File: src/rtl/spi_digit_scanner.sv
// Buffers SPI nibbles and time-multiplexes them onto a common-anode seven-segment bus.
// Segment and enable outputs are registered: one edge behind scan_idx and buffer state. There is no backpressure.
module spi_digit_scanner #(
    parameter int NUM_DIGITS   = 4,
    parameter int REFRESH_DIV  = 50000,
    parameter int BLANK_UNUSED = 1
) (
    input  logic                    clk,
    input  logic                    reset,
    input  logic [3:0]              data_in,
    input  logic                    data_valid_in,
    input  logic                    clear_in,
    output logic [6:0]              segments_out,
    output logic [NUM_DIGITS-1:0]   digit_en_out,
    output logic [4*NUM_DIGITS-1:0] digit_buffer_out,
    output logic [3:0]              digit_count_out
);

    localparam int PW = $clog2(REFRESH_DIV);
    localparam int SW = $clog2(NUM_DIGITS);

    logic [PW-1:0]         prescale;
    logic [SW-1:0]         scan_idx;
    logic [3:0]            cur_digit;
    logic                  blank;
    logic [6:0]            decode;
    logic [6:0]            seg_next;
    logic [NUM_DIGITS-1:0] en_next;

    always_comb begin
        cur_digit = digit_buffer_out[{scan_idx, 2'b00} +: 4];
        blank     = (BLANK_UNUSED != 0) && (4'(scan_idx) >= digit_count_out);
        case (cur_digit)
            4'h0: decode = 7'h3F;
            4'h1: decode = 7'h06;
            4'h2: decode = 7'h5B;
            4'h3: decode = 7'h4F;
            4'h4: decode = 7'h66;
            4'h5: decode = 7'h6D;
            4'h6: decode = 7'h7D;
            4'h7: decode = 7'h07;
            4'h8: decode = 7'h7F;
            4'h9: decode = 7'h6F;
            4'hA: decode = 7'h77;
            4'hB: decode = 7'h7C;
            4'hC: decode = 7'h39;
            4'hD: decode = 7'h5E;
            4'hE: decode = 7'h79;
            default: decode = 7'h71;
        endcase
        seg_next = blank ? 7'h7F : ~decode;
        en_next  = ~(NUM_DIGITS'(1) << scan_idx);
    end

    always_ff @(posedge clk) begin
        if (reset) begin
            prescale         <= '0;
            scan_idx         <= '0;
            segments_out     <= 7'h7F;
            digit_en_out     <= '1;
            digit_buffer_out <= '0;
            digit_count_out  <= '0;
        end else begin
            // Scan timing is free-running; data and clear never disturb it.
            if (prescale == PW'(REFRESH_DIV - 1)) begin
                prescale <= '0;
                scan_idx <= (scan_idx == SW'(NUM_DIGITS - 1)) ? '0 : scan_idx + 1'b1;
            end else begin
                prescale <= prescale + 1'b1;
            end
            segments_out <= seg_next;
            digit_en_out <= en_next;
            if (clear_in) begin
                digit_buffer_out <= '0;
                digit_count_out  <= '0;
            end else if (data_valid_in) begin
                digit_buffer_out <= {digit_buffer_out[4*NUM_DIGITS-5:0], data_in};
                if (digit_count_out != 4'(NUM_DIGITS))
                    digit_count_out <= digit_count_out + 1'b1;
            end
        end
    end

endmodule
File: config.mk
export PLATFORM = sky130hd
export DESIGN_NAME = spi_digit_scanner
export DESIGN_NICKNAME = d
export VERILOG_FILES = /design/src/rtl/spi_digit_scanner.sv
export SDC_FILE = /design/constraint.sdc
export NUM_CORES = 1
export LEC_CHECK = 0
export ABC_AREA = 1
export CAP_MARGIN = 5
export CORE_ASPECT_RATIO = 1.4
export CORE_MARGIN = 1.5
export CORE_UTILIZATION = 30
export CTS_BUF_LIST = sky130_fd_sc_hd__clkbuf_8
export DETAILED_ROUTE_END_ITERATION = 10
export MAX_ROUTING_LAYER = met4
export PLACE_DENSITY_LB_ADDON = 0.1
export SYNTH_ARGS = -nofsm -noshare
export SYNTH_HDL_FRONTEND = slang
export SYNTH_SLANG_ARGS = --single-unit
export TNS_END_PERCENT = 5
File: constraint.sdc
create_clock -name clk -period 1.8 [get_ports clk]
set_input_delay 0.36 -clock clk [delete_from_list [all_inputs] [get_ports clk]]
set_output_delay 0.36 -clock clk [all_outputs]
set_load 0.03 [all_outputs]
**Word level (Yosys, flattened, before mapping)**

Memories as Yosys holds them, arrays and structs flattened.
Cells that the tools add are included.
Widths: inputs -> output; s select.

- Logic and storage cells: 23
- Bits in registers: 49
- Bits of input ports: 8
- Output and inout port bits: 31
- Bits in read-only memories: 112
- Memories: 1

Memories:

| name | depth | bits a word | rd ports | clocked after Yosys merged registers in | write ports | RTL line | text |
|---|---|---|---|---|---|---|---|
| (no name shown) | 16 | 7 | 1 | 0 | 0 | 33 | `case (cur_digit)` |

- Reductions and logical operators: 4
- Equal/unequal tests: 3
- Bitwise operators: 2
- Shift operators: 2
- Add/subtract/negate cells: 3
- Multiplexer cells: 1
- Order comparisons: 1

Operators by type and width:

| cell | count |
|---|---|
| $add 16x1->16 const B | 1 |
| $eq 16x16->1 const B | 1 |
| $shiftx 16x5->4 | 1 |
| $not 7->7 | 1 |
| $reduce_or 2->1 | 3 |
| $add 4x1->4 const B | 1 |
| $ge 2x4->1 | 1 |
| $ne 4x3->1 const B | 1 |
| $not 4->4 | 1 |
| $shl 1x2->4 const A | 1 |
| $add 2x1->2 const B | 1 |
| $eq 2x2->1 const B | 1 |
| $mux 2 | 1 |
| $reduce_and 2->1 | 1 |

**Depth between registers and ports, before layout**

An unclocked memory read counts as a cell.

- Word-level depth: 3
- Gate-level depth with buffers: 11
- Depth with buffers taken out: 10

**Worst setup path after synthesis**

Ideal clock, no wire load.

- Path type: register -> register
- Start point: reg digit_count_out[1]
- End point: reg segments_out[0]
- Stages on the path, launching flop included: 9
- Path buffers: 0
- Arrival time: 1,486 ps
- Period minus slack after synthesis: 1,601 ps
- Data required time: 1,684 ps
- Setup time: 116 ps
- Setup slack: 199 ps
- Path through: dfxtp_1 > inv_1 > ha_1 > inv_1 > nor2_1 > o21ai_0 > nand3_1 > nor2_1 > nand2_1

- Longest elaborated chain between the ends: 2

RTL lines:

| element | RTL line | text |
|---|---|---|
| start, declared | 16 | `output logic [3:0] digit_count_out` |
| start signal, assigned | 79 | `digit_count_out <= digit_count_out + 1'b1;` |
| $ge 2x4->1 | 32 | `blank = (BLANK_UNUSED != 0) && (4'(scan_idx) >= digit_count_out);` |
| $reduce_or 2->1 (no source line) | -- |  |
| end signal, assigned | 71 | `segments_out <= seg_next;` |
| end, declared | 13 | `output logic [6:0] segments_out,` |

No other way between the ends.
A chain may end at the register's enable or synchronous reset.

**Worst setup path after layout**

- Start point: reg digit_buffer_out[10]
- End point: out digit_buffer_out[10]

RTL lines:

| element | RTL line | text |
|---|---|---|
| start, declared | 15 | `output logic [4*NUM_DIGITS-1:0] digit_buffer_out,` |
| start signal, assigned | 77 | `digit_buffer_out <= {digit_buffer_out[4*NUM_DIGITS-5:0], data_in};` |

No word-level cell between the ends.

==> flow_results.org <==
** Min path
- Counting instances, the worst hold path has a depth of 1.
- Beginning of the worst hold path :: prescale[0]
- The path with the worst hold slack has its endpoint at prescale[0].
- Hold WC Path Type :: reg -> reg

** Run status
- The flow ran to the end, and the final reports show no timing, DRC or antenna violations.

** Setup path
- Top cell family by delay on the critical path :: buffers and inverters
- The largest individual stage delay along the critical path comes from the cell sky130_fd_sc_hd__clkdlybuf4s50_1.
- Worst setup path class :: reg -> out
- The worst setup path is launched from a flip-flop.
- Cell depth of the worst setup path :: 1
- The worst register-to-register path begins at scan_idx[0].
- STA puts the critical path data required time at 1440 ps.
- Cells on worst reg2reg path :: 10
- Critical Path Max Stage Delay :: 690 ps
- Crit end category :: primary output
- Together, buffers and inverters on the worst path number 1.
- In this run the critical register-to-register path is captured at segments_out[3].
- For flop-to-flop paths, the worst setup slack is around 190 ps.
- Of all nets on the critical path, the largest fanout is 4.
- The critical path goes through clkdlybuf4s50_1.
- Arrival @ worst endpoint :: about 1400 ps

** Global routing
- Number of global-route vias before repair :: 2106
- Initial antenna violation count :: 0
- The first global-routing pass estimated 9653 µm of wire.
- Across every metal layer, demand over resource in global routing totals 0.1457.
- Overflow left after global routing :: 0
- Pin count of the biggest net entering global routing :: 21

** Layout
- P&R area growth vs syn :: 26.42%
- 0 antenna diodes ended up in the layout.
- Number of fill cells in the layout :: approximately 830
- Area taken by flip-flops and latches :: around 980 µm²
- Share of cells above drive strength 1 :: 0.1166
- With fillers left out, the area of the finished cells amounts to just over 3000 µm².
- Once layout is complete, the utilization of the core stands at 0.3968.
- Multi-input gate area in the final layout :: ~1300 µm²
- Net total in the final layout :: around 410

** Floorplan
- For this configuration, the core starts out at a cell density of 0.3139.
- Floorplan core area :: ~7800 µm²
- Die width :: 79.57 µm
- Number of rows created at floorplan :: 38
- Floorplan die area :: 8768 µm²
- From bottom edge to top edge, the die measures 110.2 µm.
- I/O pin total :: 39

** Clocking
- Clock-pin slew was measured on the worst setup and hold paths at 90 ps.
- The number of hold buffers added after CTS was 0.
- The H-tree was split into 2 levels.
- TritonCTS built the clock tree.
- Inserted Clock Buffers :: 5
- For this design, the sink count on the clock tree is 49.
- Clock latency of the later-clocked register in the worst-skew pair :: 300 ps
- The number of setup buffers added after CTS is 0.
- Clk root buf :: sky130_fd_sc_hd__clkbuf_8
- Maximum clock path buffer count :: 2

** Run
- Number of maximum-capacitance violations :: 0

** Synth
- Cell variety after synth :: 31
- In the synthesized netlist, the number of instances is 340.
- For this run, asynchronously set or reset flops after synthesis account for 0.
- Predominant post-synthesis flop cell :: sky130_fd_sc_hd__dfxtp_1
- The share of synthesized area in the top cell type comes to 0.3984.
- Dominant cells by area after synthesis :: sky130_fd_sc_hd__dfxtp_1 (40%), sky130_fd_sc_hd__nand2_1 (16%), sky130_fd_sc_hd__ha_1 (7.6%), sky130_fd_sc_hd__nand3_1 (6.9%), sky130_fd_sc_hd__inv_1 (4.6%)
- Post-Syn Area :: 2462 µm²
- Of the synthesized area, sequential elements account for 0.3984.
- Count leader, synth :: sky130_fd_sc_hd__nand2_1
- A synthesized cell averages 7.242 µm².
- Flip-flop and latch count after synthesis :: around 50
- Counting every net in the synthesized netlist gives ~360.
- During synthesis, Yosys emitted a total of 0 warnings.
- Counting instances in the post-synthesis netlist gives the leading cell types as sky130_fd_sc_hd__nand2_1 (107), sky130_fd_sc_hd__dfxtp_1 (49), sky130_fd_sc_hd__nand3_1 (34), sky130_fd_sc_hd__inv_1 (30), sky130_fd_sc_hd__nor2_1 (28).
- Cell taking the most area after synthesis :: sky130_fd_sc_hd__dfxtp_1
- Count of flip-flops with a built-in enable after synthesis :: 0

** Detailed routing
- Number of violations reported at the end of detailed-routing iteration 0 :: 101
- Routed wirelength normalized by instance count :: between 10 and 15 µm
- Average vias per placed instance :: 4.477
- In this run the remaining antenna-violating nets after routing total 0.
- The detailed router placed 2176 vias in this run.
- Wires add up to 5627 µm.
- In the routed design, unresolved DRC markers number 0.
- First drt pass iteration count :: 5

** Timing
- The clock period could shrink to between 1500 and 2000 ps.
- Max transition margin :: 0.7278
- Setup repair after global routing left no endpoint under its margin.
- Final period utilization :: 0.9671
- On the final layout, the worst clock skew is 3.069 ps.
- Setup slack closes at between 50 and 60 ps.
- Across all hold checks on the routed design, the worst slack comes to 469.3 ps.
- Timing would allow up to roughly 570 MHz.
- The final count of hold timing violations is 0.
- For the pin with the worst max-slew slack, the measured transition is between 400 and 500 ps.
- Total setup violations reported at the end of the flow :: 0
- Adding up every negative setup slack in the final design gives 0 ps.
- Max Slew Vio Count :: 0

** Power and ir drop
- Across the VDD grid, the largest voltage drop is 304.9 µV.
- Power density cells :: 671.0 nW/µm²
- LEAKAGE :: 1.410 nW

** Placement
- The count of buffers added on input and output ports is 38.
- Detailed placement finished with a half-perimeter wire length of approximately 4300 µm.
- Placement Setup Slack :: between 100 and 150 ps
- Cell Area, Placed :: 2964 µm²
- Gpl congestion :: slightly below 0.9
-- state kept, by name, summed over array words and instances, names as in the netlist --
signal and flops:
digit_en_out 4, segments_out 7, digit_buffer_out 16, scan_idx 2
prescale 16, digit_count_out 4
-- layer usage --
layer,track usage,vias up,share of wire
li1,-,1170,-
met1,0.1587,958,0.43
met2,0.2579,42,0.51
met3,0.02469,6,0.042
met4,0.06516,0,0.014
met5,-,-,0
-- final cells by class --
class	count	area share
clock buffers	6	0.02653
clock inverters	2	0.01085
inverters	35	0.04301
multi-input cells	249	0.4172
flip-flops and latches	49	0.3155
well taps	100	0.04019
repair buffers	45	0.1467
-- cells by family after synthesis --
| kind of cell | after synthesis | share of synthesized area |
|---|---|---|
| xor+xnor | 4 | 0.01423 |
| flops | 49 | 0.3984 |
| compound gates | 30 | 0.06657 |
| fa+ha+maj | 15 | 0.07622 |
| simple gates | 200 | 0.3674 |
| buf+inv | 42 | 0.07724 |
-- report_power, final --
group,internal [mW],total [mW],switching [mW]
Combinational,0.0639,0.165,0.101
Sequential,1.10,1.11,0.0133
Clock,0.448,0.812,0.364
Total,1.61,2.09,0.478
-- cells in the final DEF, fill, tap and decap left out, drive strengths merged --
cell	count
or2	1
nand3b	1
clkbuf	6
o21ai	3
nor2	39
ha	15
nand4	5
nand2	113
buf	7
dlymetal6s2s	10
o21bai	1
nor3	4
clkdlybuf4s50	27
a21oi	23
dlygate4sd2	1
nand3	37
a211oi	3
inv	35
clkinv	1
xnor2	1
xor2	3
bufinv	1
dfxtp	49
-- through the flow --
step	power, mW	instances
floorplan	1.246	340
global placement	1.305	478
detailed placement	1.305	478
CTS	2.124	486
global route	2.186	486
finish	2.089	486
-- how the worst max path moves through the flow --
stage / slack [ps] / start / endpoint
global placement: 150 / scan_idx[1] / segments_out[1]
floorplan: 200 / digit_count_out[1] / segments_out[0]
detailed placement: 110 / scan_idx[1] / segments_out[5]
global route: 7 / digit_buffer_out[10] / digit_buffer_out[10]
finish: 60 / digit_buffer_out[10] / digit_buffer_out[10]
CTS: 5 / digit_buffer_out[6] / digit_buffer_out[6]
-- worst reg2reg max path, cell delays in order, from the launching register on --
cell                      delay, ps
sky130_fd_sc_hd__dfxtp_1        350
sky130_fd_sc_hd__buf_4          160
sky130_fd_sc_hd__nand2_1         60
sky130_fd_sc_hd__nand3_1         80
sky130_fd_sc_hd__nand2_1        180
sky130_fd_sc_hd__inv_1          110
sky130_fd_sc_hd__ha_1           200
sky130_fd_sc_hd__nand3_1        160
sky130_fd_sc_hd__nand3_1        110
sky130_fd_sc_hd__nand2_1         70
sky130_fd_sc_hd__nand2_1         40
-- timing repair --
item	CTS	global route
gates cloned	0	0
endpoints found under the setup margin	1	15
resized for setup	1	13
Note: power is estimated with default switching activity, not from simulation.
